**config.mk**
```make
export PLATFORM = sky130hd
export DESIGN_NAME = dmem_port_arbiter_flat
export DESIGN_NICKNAME = d
export VERILOG_FILES = /design/src/rtl/dmem_port_arbiter_if.sv /design/src/rtl/dmem_port_arbiter.sv /design/src/flat_wrapper.sv
export SDC_FILE = /design/constraint.sdc
export NUM_CORES = 1
export LEC_CHECK = 0
export BUFFER_PORTS_ARGS = -buffer_cell sky130_fd_sc_hd__buf_2
export CORE_ASPECT_RATIO = 0.7
export CORE_UTILIZATION = 45
export DETAILED_ROUTE_END_ITERATION = 10
export GPL_ROUTABILITY_DRIVEN = 0
export HOLD_SLACK_MARGIN = 0.08
export PLACE_DENSITY = 0.8
export RECOVER_POWER = 50
export SLEW_MARGIN = 20
export SYNTH_ARGS = -nofsm -noshare
export SYNTH_HDL_FRONTEND = slang
export SYNTH_SLANG_ARGS = --single-unit
```
**constraint.sdc**
```tcl
create_clock -name clk -period 2.3 [get_ports clk]
set_clock_uncertainty 0.2 [all_clocks]
set_input_delay 0.23 -clock clk [delete_from_list [all_inputs] [get_ports clk]]
set_output_delay 0.23 -clock clk [all_outputs]
set_load 0.02 [all_outputs]
```
**src/rtl/dmem_port_arbiter_if.sv**
```systemverilog
// dmem_port_arbiter_if: requester and memory-side bundle for the
// data-memory port arbiter (master = arbiter, slave = environment).
interface dmem_port_arbiter_if #(
  parameter int AW = 32,
  parameter int DW = 32
);
  logic          req0;
  logic          req1;
  logic          we0;
  logic          we1;
  logic [AW-1:0] addr0;
  logic [AW-1:0] addr1;
  logic [DW-1:0] wdata0;
  logic [DW-1:0] wdata1;
  logic          ack0;
  logic          ack1;
  logic          err0;
  logic          err1;
  logic [DW-1:0] rdata;
  logic          mem_valid;
  logic          mem_we;
  logic [AW-1:0] mem_addr;
  logic [DW-1:0] mem_wdata;
  logic          mem_ready;
  logic [DW-1:0] mem_rdata;

  modport master (
    input  req0, req1, we0, we1,
    input  addr0, addr1, wdata0, wdata1,
    output ack0, ack1, err0, err1, rdata,
    output mem_valid, mem_we,
    output mem_addr, mem_wdata,
    input  mem_ready, mem_rdata
  );

  modport slave (
    output req0, req1, we0, we1,
    output addr0, addr1, wdata0, wdata1,
    input  ack0, ack1, err0, err1, rdata,
    input  mem_valid, mem_we,
    input  mem_addr, mem_wdata,
    output mem_ready, mem_rdata
  );
endinterface

```
**src/rtl/dmem_port_arbiter.sv**
```systemverilog
// dmem_port_arbiter: round-robin share of one data-memory port
// between core (0) and loader (1). DMEM_ARB_PERF_EN adds counters.
module dmem_port_arbiter #(
  parameter int AW      = 32,
  parameter int DW      = 32,
  parameter int TIMEOUT = 255
) (
  input  logic clk,
  input  logic reset_n,
  dmem_port_arbiter_if.master bus
`ifdef DMEM_ARB_PERF_EN
  ,
  output logic [15:0] conflict_cnt,
  output logic [7:0]  timeout_cnt
`endif
);

  localparam int CW =
    (TIMEOUT > 0) ? $clog2(TIMEOUT + 1) : 1;
  localparam int TL =
    (TIMEOUT > 0) ? TIMEOUT - 1 : 0;
  localparam logic [CW-1:0] TMO_LAST = TL[CW-1:0];
  localparam logic [CW-1:0] CNT_MAX  = {CW{1'b1}};

  typedef enum logic [1:0] {
    S_IDLE = 2'd0,
    S_BUSY = 2'd1,
    S_RESP = 2'd2
  } state_t;

  state_t        r_state;
  state_t        w_next;

  logic          r_owner;
  logic          r_rr;
  logic          r_err;
  logic [CW-1:0] r_wait;
  logic          r_mem_we;
  logic [AW-1:0] r_mem_addr;
  logic [DW-1:0] r_mem_wdata;
  logic [DW-1:0] r_rdata;

  logic          w_any;
  logic          w_both;
  logic          w_sel;
  logic          w_tmo;
  logic          w_done;

  logic          w_mem_valid;
  logic          w_ack0;
  logic          w_ack1;
  logic          w_err0;
  logic          w_err1;

  // A tie goes to the round-robin pointer, a lone request wins outright
  assign w_any  = bus.req0 | bus.req1;
  assign w_both = bus.req0 & bus.req1;
  assign w_sel  = w_both ? r_rr : bus.req1;

  // Last permitted wait cycle with memory still silent; ready wins a tie
  assign w_tmo  = (TIMEOUT != 0)
               && (r_state == S_BUSY)
               && !bus.mem_ready
               && (r_wait == TMO_LAST);

  assign w_done = (r_state == S_BUSY)
               && (bus.mem_ready || w_tmo);

  // State register
  always_ff @(posedge clk or negedge reset_n) begin
    if (!reset_n) begin
      r_state <= S_IDLE;
    end else begin
      r_state <= w_next;
    end
  end

  // Next-state logic
  always_comb begin
    w_next = r_state;
    unique case (r_state)
      S_IDLE: if (w_any)  w_next = S_BUSY;
      S_BUSY: if (w_done) w_next = S_RESP;
      S_RESP: w_next = S_IDLE;
      default: w_next = S_IDLE;
    endcase
  end

  // Handshake outputs decoded from the current state
  always_comb begin
    w_mem_valid = 1'b0;
    w_ack0      = 1'b0;
    w_ack1      = 1'b0;
    w_err0      = 1'b0;
    w_err1      = 1'b0;
    unique case (1'b1)
      (r_state == S_BUSY): begin
        w_mem_valid = 1'b1;
      end
      (r_state == S_RESP): begin
        w_ack0 = !r_owner;
        w_ack1 = r_owner;
        w_err0 = !r_owner & r_err;
        w_err1 = r_owner & r_err;
      end
      default: begin
        w_mem_valid = 1'b0;
      end
    endcase
  end

  // Command capture, wait counting, read-data capture, pointer update
  always_ff @(posedge clk or negedge reset_n) begin
    if (!reset_n) begin
      r_owner     <= 1'b0;
      r_rr        <= 1'b0;
      r_err       <= 1'b0;
      r_wait      <= '0;
      r_mem_we    <= 1'b0;
      r_mem_addr  <= '0;
      r_mem_wdata <= '0;
      r_rdata     <= '0;
    end else begin
      unique case (r_state)
        S_IDLE: begin
          if (w_any) begin
            r_owner     <= w_sel;
            r_err       <= 1'b0;
            r_wait      <= '0;
            r_mem_we    <= w_sel ? bus.we1 : bus.we0;
            r_mem_addr  <= w_sel ? bus.addr1 : bus.addr0;
            r_mem_wdata <= w_sel ? bus.wdata1 : bus.wdata0;
          end
        end
        S_BUSY: begin
          if (bus.mem_ready) begin
            if (!r_mem_we) r_rdata <= bus.mem_rdata;
          end else begin
            if (r_wait != CNT_MAX) r_wait <= r_wait + CW'(1);
            if (w_tmo) r_err <= 1'b1;
          end
        end
        S_RESP: begin
          r_rr <= ~r_owner;
        end
        default: begin
          r_err <= 1'b0;
        end
      endcase
    end
  end

  assign bus.mem_valid = w_mem_valid;
  assign bus.mem_we    = r_mem_we;
  assign bus.mem_addr  = r_mem_addr;
  assign bus.mem_wdata = r_mem_wdata;
  assign bus.ack0      = w_ack0;
  assign bus.ack1      = w_ack1;
  assign bus.err0      = w_err0;
  assign bus.err1      = w_err1;
  assign bus.rdata     = r_rdata;

`ifdef DMEM_ARB_PERF_EN
  logic [15:0] r_conflict;
  logic [7:0]  r_tmo_cnt;

  // Saturating counts of contended idle cycles and timed-out commands
  always_ff @(posedge clk or negedge reset_n) begin
    if (!reset_n) begin
      r_conflict <= '0;
      r_tmo_cnt  <= '0;
    end else begin
      if ((r_state == S_IDLE) && w_both
          && (r_conflict != 16'hFFFF))
        r_conflict <= r_conflict + 16'd1;
      if (w_tmo && (r_tmo_cnt != 8'hFF))
        r_tmo_cnt <= r_tmo_cnt + 8'd1;
    end
  end

  assign conflict_cnt = r_conflict;
  assign timeout_cnt  = r_tmo_cnt;
`endif

endmodule

```
**src/flat_wrapper.sv**
```systemverilog
// flat-port wrapper written by rule: the top's interface ports become plain ports
module dmem_port_arbiter_flat 
#(
  parameter int AW      = 32,
  parameter int DW      = 32,
  parameter int TIMEOUT = 255
)
  (clk, reset_n, bus_req0, bus_req1, bus_we0, bus_we1, bus_addr0, bus_addr1, bus_wdata0, bus_wdata1, bus_ack0, bus_ack1, bus_err0, bus_err1, bus_rdata, bus_mem_valid, bus_mem_we, bus_mem_addr, bus_mem_wdata, bus_mem_ready, bus_mem_rdata);
  dmem_port_arbiter_if #(.AW(AW), .DW(DW)) bus_i ();
  input  logic clk;
  input  logic reset_n;
  input wire logic [$bits(bus_i.req0)-1:0] bus_req0;
  input wire logic [$bits(bus_i.req1)-1:0] bus_req1;
  input wire logic [$bits(bus_i.we0)-1:0] bus_we0;
  input wire logic [$bits(bus_i.we1)-1:0] bus_we1;
  input wire logic [$bits(bus_i.addr0)-1:0] bus_addr0;
  input wire logic [$bits(bus_i.addr1)-1:0] bus_addr1;
  input wire logic [$bits(bus_i.wdata0)-1:0] bus_wdata0;
  input wire logic [$bits(bus_i.wdata1)-1:0] bus_wdata1;
  output wire logic [$bits(bus_i.ack0)-1:0] bus_ack0;
  output wire logic [$bits(bus_i.ack1)-1:0] bus_ack1;
  output wire logic [$bits(bus_i.err0)-1:0] bus_err0;
  output wire logic [$bits(bus_i.err1)-1:0] bus_err1;
  output wire logic [$bits(bus_i.rdata)-1:0] bus_rdata;
  output wire logic [$bits(bus_i.mem_valid)-1:0] bus_mem_valid;
  output wire logic [$bits(bus_i.mem_we)-1:0] bus_mem_we;
  output wire logic [$bits(bus_i.mem_addr)-1:0] bus_mem_addr;
  output wire logic [$bits(bus_i.mem_wdata)-1:0] bus_mem_wdata;
  input wire logic [$bits(bus_i.mem_ready)-1:0] bus_mem_ready;
  input wire logic [$bits(bus_i.mem_rdata)-1:0] bus_mem_rdata;
  assign bus_i.req0 = bus_req0;
  assign bus_i.req1 = bus_req1;
  assign bus_i.we0 = bus_we0;
  assign bus_i.we1 = bus_we1;
  assign bus_i.addr0 = bus_addr0;
  assign bus_i.addr1 = bus_addr1;
  assign bus_i.wdata0 = bus_wdata0;
  assign bus_i.wdata1 = bus_wdata1;
  assign bus_ack0 = bus_i.ack0;
  assign bus_ack1 = bus_i.ack1;
  assign bus_err0 = bus_i.err0;
  assign bus_err1 = bus_i.err1;
  assign bus_rdata = bus_i.rdata;
  assign bus_mem_valid = bus_i.mem_valid;
  assign bus_mem_we = bus_i.mem_we;
  assign bus_mem_addr = bus_i.mem_addr;
  assign bus_mem_wdata = bus_i.mem_wdata;
  assign bus_i.mem_ready = bus_mem_ready;
  assign bus_i.mem_rdata = bus_mem_rdata;
  dmem_port_arbiter #(.AW(AW), .DW(DW), .TIMEOUT(TIMEOUT)) u_core (.clk(clk), .reset_n(reset_n), .bus(bus_i));
endmodule
```
==> impl_metrics.tcl, run 1 <==
set metrics [dict create \
    first_pass_iters 4 \
    final_cells 993 \
    r2r_start "u_core.r_rr" \
    cts_made_buffers 9 \
    cap_violations 0 \
    yosysTopAreaCellShare_pct 56.42 \
    fin_crit_ns 2.268 \
    synthXorXnorAreaFrac_pct 0 \
    ios 269 \
    overflow 0 \
    power_frac_comb_pct 47.4 \
    worst_pin_slew_ns 0.8796 \
    yosysSeqAreaShare_pct 56.42 \
    root_buffer "clkbuf_16" \
    p_sw_w 0.004218 \
    grt_usage_pct 32.93 \
    swShare_pct 44.45 \
    slew_viol_final 0 \
    cp_num_cells 6 \
    synthesis.area_um2 4878 \
    ys_ff_latch 110 \
    io_buffers 268 \
    cts_tree "done" \
    ff2ff_path_depth 6 \
    cpPeakStageDelay_ns 0.59 \
    synth.top_cells.by_area "dfrtp_1, mux2i_1, mux2_2, o21ai_0, nand2_1" \
    cp_slowest_cell "dlygate4sd3_1" \
    viasPerCell 5.304 \
    max_slew_margin_pct 41.36 \
    synth_cell_types 38 \
    synth_flop_cell "dfrtp_1" \
    crit_end "u_core.bus.mem_addr[0]" \
    rows 31 \
    syn-num-nets 595 \
    finalSetupViolations 0 \
    pwr-share-clk_pct 16.1 \
    drtAntennaViolNets 0 \
    drt_first_iter_violations 290 \
    synth_top_family_by_area "multiplexers" \
    syn_avg_cell_area_um2 11.45 \
    grt_setup_unrepaired "yes" \
    synthArstFlopShare_pct 100.0 \
    grt_pass1_vias 5495 \
    hp-class "input port to flip-flop" \
    p_int_w 0.005272 \
    drt_drc_violations_left 0 \
    placed_area_um2 6397 \
    initial_core_util_pct 46.76 \
    drt_wl_total_mm 18.94 \
    path_cells "o21ai_4 > buf_12 > buf_16 > mux2i_2 > dlygate4sd3_1 > o21ai_0" \
    nets 1025 \
    critPathLaunchType "flip-flop" \
    muxShareOfSynthArea_pct 20.95 \
    power_w 0.009490 \
    ff2ff_setup_slack_ns 0.03 \
    crit_required_ns 2.30 \
    yosysWarningCount 0 \
    die_area_um2 11270 \
    num_vias 5267 \
    grt_max_degree 87 \
    finalHoldViolCount 0 \
    synthSimpleGateAreaFrac_pct 9.105 \
    worstPathArrival_ns 2.27 \
    h-tree-depth 3 \
    coreArea_um2 10430 \
    critPathMaxFanout 19 \
    worstSkewPairLatency_ns 0.33 \
    critPathKind "flip-flop to flip-flop" \
    die_x_um 126.4 \
    clockBufferDepth 2 \
    place_hpwl_mm 9.699 \
    crit_family "buffers and inverters" \
    fin_area_um2 8308 \
    dp.cells 809 \
    clock-sinks 110 \
    seqPwrFrac_pct 36.6 \
    area_delta_synth_final_pct 70.30 \
    crit_path_end_kind "flip-flop" \
    fill_cells 602 \
    grt_pass1_wl_mm 28.14 \
    synthAdderAreaFrac_pct 0.5130 \
    min_period_over_period_pct 98.60 \
    antennaDiodeCount 0 \
    p_leak_nw 4.121 \
    drive_gt1_share_pct 30.31 \
    synth-compound-area-share_pct 9.951 \
    critPathLaunch "u_core.r_rr" \
    die_height_um 89.12 \
    ir_drop_mv 0.7418 \
    antenna_found_initial 0 \
    clk_pin_slew_ns 0.08 \
    synth_enable_flop_cells 0 \
    reg2reg_to "u_core.bus.mem_addr[0]" \
    timing.critical_path.buf_inv 3 \
    synth_cells 426 \
    yosys.area.top_type "dfrtp_1" \
    fmaxAchievable_mhz 440.9 \
    powerDensity_nw_per_um2 1142 \
    wire_per_inst_um 19.07 \
    status "finished, final reports clean" \
]
[Yosys cell counts, types with 2 or more instances]
cell type / count
clkbuf_1: 13
inv_1: 5
nor2_1: 9
nand3_1: 4
ha_1: 2
or3_1: 2
and4_1: 2
mux2i_1: 65
a211o_1: 2
and3_1: 3
buf_2: 8
a21o_1: 2
o21ai_0: 67
mux2_2: 32
nor3_1: 3
dfrtp_1: 110
nand2_1: 69
and2_1: 4
a221o_1: 2
buf_4: 4
[sequential cells by signal (all words and copies together) (netlist names)]
register and flops:
u_core.bus.mem_addr 32, u_core.bus.mem_wdata 32, u_core.bus.rdata 32, u_core.r_wait 8, u_core.r_state 2, u_core.bus.mem_we 1, u_core.r_err 1, u_core.r_owner 1
u_core.r_rr 1
[metal layers]
layer | GRT usage [%] | part of all wire (%)
met3 | 10.59 | 8.3
met2 | 58.92 | 50
met1 | 35.14 | 37
met4 | 19.50 | 4.3
met5 | 0 | 0
[worst min-delay path by stage]
stage / start / endpoint / slack (ns) / cells past startpoint
2_1_floorplan: reset_n / u_core.bus.mem_addr[0] / -0.27 / 0
3_3_place_gp: reset_n / u_core.bus.rdata[27] / 0.005 / 1
3_5_place_dp: reset_n / u_core.bus.rdata[29] / 0.02 / 1
4_1_cts: bus_req1 / u_core.r_owner / 0.08 / 3
5_1_grt: bus_wdata0[14] / u_core.bus.mem_wdata[14] / 0.11 / 3
6_report: bus_wdata0[14] / u_core.bus.mem_wdata[14] / 0.004 / 3
[power groups by stage]
| stage | Clock [W] | Sequential [W] | Combinational [W] |
|---|---|---|---|
| 6_report | 0.00152 | 0.00347 | 0.00450 |
| 5_1_grt | 0.00162 | 0.00356 | 0.00481 |
| 4_1_cts | 0.00154 | 0.00336 | 0.00440 |
| 3_5_place_dp | 0 | 0.00338 | 0.00408 |
| 3_3_place_gp | 0 | 0.00332 | 0.00395 |
| 2_1_floorplan | 0 | 0.00439 | 0.00152 |
[final cells by class]
type	count	area [µm²]	area share, %
timing repair buffer	445	3073	36.99
sequential	110	2753	33.13
multi-input combinational	285	2007	24.16
clock buffer	10	239.0	2.877
tap	132	165.2	1.988
clock inverter	6	52.55	0.6325
inverter	5	18.77	0.2259
[worst min-delay path, stage by stage]
cell and delay [ns]:
buf_2 0.08, mux2i_1 0.06, o21ai_0 0.14
[what timing repair did]
| item | CTS | global route |
|---|---|---|
| endpoints found under the setup margin | 0 | 44 |
| resized for setup | 0 | 8 |
| hold buffers | 164 | 1 |
| buffers inserted | 0 | 3 |
| hold endpoints to repair | 190 | 1 |
[placed cells by master, fill, tap and decap left out, drive strengths merged, types with 2 or more instances in the layout]
master	n
and2	4
dlygate4sd3	164
and3	3
a21o	2
nand2	69
buf	203
nor2	9
ha	2
nor3	4
nand3	4
inv	8
a211o	2
o21ai	69
clkinv	3
mux2	33
dfrtp	110
or3	2
clkbuf	88
and4	2
a221o	2
mux2i	65
[per-stage QoR]
stage	setup TNS (ns)	util, %	setup WS (ns)	hold WS, ns
global placement	0	61.31	0.2789	0.005174
global route	-0.009569	79.63	-0.007742	0.1104
detailed placement	0	61.31	0.1908	0.01566
floorplan	0	-	0.3555	-0.2656
finish	0	79.63	0.03212	0.003737
CTS	0	79.84	0.02907	0.08436
[kinds of logic after synthesis]
logic type | count (synthesis)
AO/OA/AOI/OAI | 83
adder cells (fa/ha/maj) | 2
buffers and inverters | 31
flip-flops | 110
multiplexers | 98
AND/OR/NAND/NOR | 102
Note: power is estimated with default switching activity, not from simulation.
==> inputs of run 2 (changes only) <==
Settings changed: CORE_ASPECT_RATIO 0.7 to 0.5.
==> run 2 against run 1 <==
Highest routed layer unchanged. First-iteration DRC count fell by 20%. Routed wire length fell by 6.2%. Cell area fell by 0.33%. Via count fell by 2.3%. Sequential power fell by 1%. Non-clock buffer count fell by 4. Sequential share of layout area rose by 0.11 points.
==> impl_metrics.tcl, run 2 (same netlist as run 1, synthesis figures left out) <==
set metrics [dict create \
    status "finished, final reports clean" \
    drt_first_iter_violations 232 \
    grt_setup_unrepaired "no" \
    fin_ws_ns 0.1219 \
    fin_crit_ns 2.178 \
    die_area_um2 11290 \
    num_vias 5144 \
    grt_pass1_wl_mm 26.19 \
    path_cells "o21ai_4 > mux2i_1 > dlygate4sd3_1 > o21ai_0" \
    layout_common_cells "buf_2, dlygate4sd3_1, dfrtp_1" \
    die_x_um 149.2 \
    crit_required_ns 2.32 \
    worstSkewPairLatency_ns 0.34 \
    overflow 0 \
    cts_tree "done" \
    p_sw_w 0.004061 \
    swShare_pct 43.76 \
    crit_path_end_kind "flip-flop" \
    area_delta_synth_final_pct 69.74 \
    clk_pin_slew_ns 0.07 \
    wire_per_inst_um 17.79 \
    cp_slowest_cell "dlygate4sd3_1" \
    cts_made_buffers 9 \
    p_int_w 0.005220 \
    die_height_um 75.63 \
    ios 269 \
    fill_cells 656 \
    worst_pin_slew_ns 1.227 \
    drtAntennaViolNets 0 \
    p_leak_nw 4.064 \
    ir_drop_mv 0.5484 \
    rows 26 \
    postCtsSetupBuffers 0 \
    pwr-share-clk_pct 17.3 \
    mostFrequentLayoutCell "buf_2" \
    grt_usage_pct 30.77 \
    grt_pass1_vias 5364 \
    initial_core_util_pct 47.01 \
    finalHoldViolCount 0 \
    clockBufferDepth 2 \
    drt_drc_violations_left 0 \
    place_ws_ns 0.1952 \
    grt_max_degree 58 \
    nets 1021 \
    critPathKind "flip-flop to flip-flop" \
    antenna_found_initial 0 \
    root_buffer "clkbuf_16" \
    hp-class "input port to flip-flop" \
    critPathMaxFanout 11 \
    worstPathArrival_ns 2.20 \
    viasPerCell 5.154 \
    cts_resized 0 \
    seqPwrFrac_pct 36.9 \
    power_frac_comb_pct 45.8 \
    max_slew_margin_pct 18.21 \
    fin_setup_tns_ns 0 \
    cap_violations 0 \
    slew_viol_final 0 \
    cpPeakStageDelay_ns 0.58 \
    first_pass_iters 5 \
    min_period_over_period_pct 94.70 \
    fmaxAchievable_mhz 459.1 \
    drt_wl_total_mm 17.75 \
    h-tree-depth 3 \
    clock-sinks 110 \
    place_hpwl_mm 9.558 \
    drive_gt1_share_pct 27.89 \
    finalSetupViolations 0 \
    critPathLaunchType "flip-flop" \
    powerDensity_nw_per_um2 1121 \
    io_buffers 268 \
    coreArea_um2 10380 \
]
-- run 2: critical path, delay by kind of cell (launching register included) --
kind	cells	cell delay (ns)
compound gates	2	0.58
buf+inv	1	0.58
flops	1	0.41
mux	1	0.29
-- run 2: area by class of cell --
type                    instances  area [µm²]  share of cell area, %
diodes                          1       2.502                0.03022
clock buffers                  10       229.0                  2.765
clock inverters                 6       77.57                 0.9368
inverters                       5       18.77                 0.2267
multi-input cells             285        1999                  24.15
flip-flops and latches        110        2753                  33.24
well taps                     140       175.2                  2.115
repair buffers                441        3025                  36.54
-- run 2: metrics by stage --
step | power, W | hold WS, ns | utilization, % | instance area, µm² | std cells
after floorplan | 0.005914 | -0.2656 | - | 4878 | 426
after global placement | 0.007326 | 0.08331 | 62.11 | 6445 | 817
after detailed placement | 0.007490 | 0.09095 | 62.11 | 6445 | 817
after CTS | 0.009324 | 0.1463 | 80.88 | 8393 | 997
after global routing | 0.009809 | 0.1689 | 79.77 | 8278 | 997
final | 0.009281 | 0.1642 | 79.79 | 8280 | 998
-- run 2: path summary, 6_finish.rpt --
check / from / slack (ns) / end / cells past startpoint
worst max-delay path: u_core.r_rr / 0.12 / u_core.bus.mem_wdata[30] / 4
worst min-delay path: bus_req0 / 0.16 / u_core.r_err / 5
worst max register to register: u_core.r_rr / 0.12 / u_core.bus.mem_wdata[30] / 4
worst min register to register: u_core.bus.mem_addr[8] / 0.28 / u_core.bus.mem_addr[8] / 2
max in group asynchronous: reset_n / 0.62 / u_core.bus.rdata[25] / 3
min in group asynchronous: reset_n / 0.47 / u_core.bus.mem_wdata[6] / 2
-- run 2: what timing repair did --
item                                    in CTS  in global routing
endpoints found under the setup margin       0                  0
hold buffers                               164                  0
endpoints found under the hold margin      142                  0
-- run 2: layer usage --
metal	track usage, %	routed length, µm
met1	32.19	6471
met5	0	0
met3	7.904	1153
met2	57.26	9209
met4	20.18	917
-- run 2: power groups by stage --
| stage | logic, W | clock network (W) | registers, W |
|---|---|---|---|
| floorplan | 0.00152 | 0 | 0.00439 |
| global placement | 0.00400 | 0 | 0.00333 |
| detailed placement | 0.00411 | 0 | 0.00338 |
| CTS | 0.00434 | 0.00163 | 0.00335 |
| global route | 0.00456 | 0.00171 | 0.00354 |
| finish | 0.00425 | 0.00161 | 0.00342 |
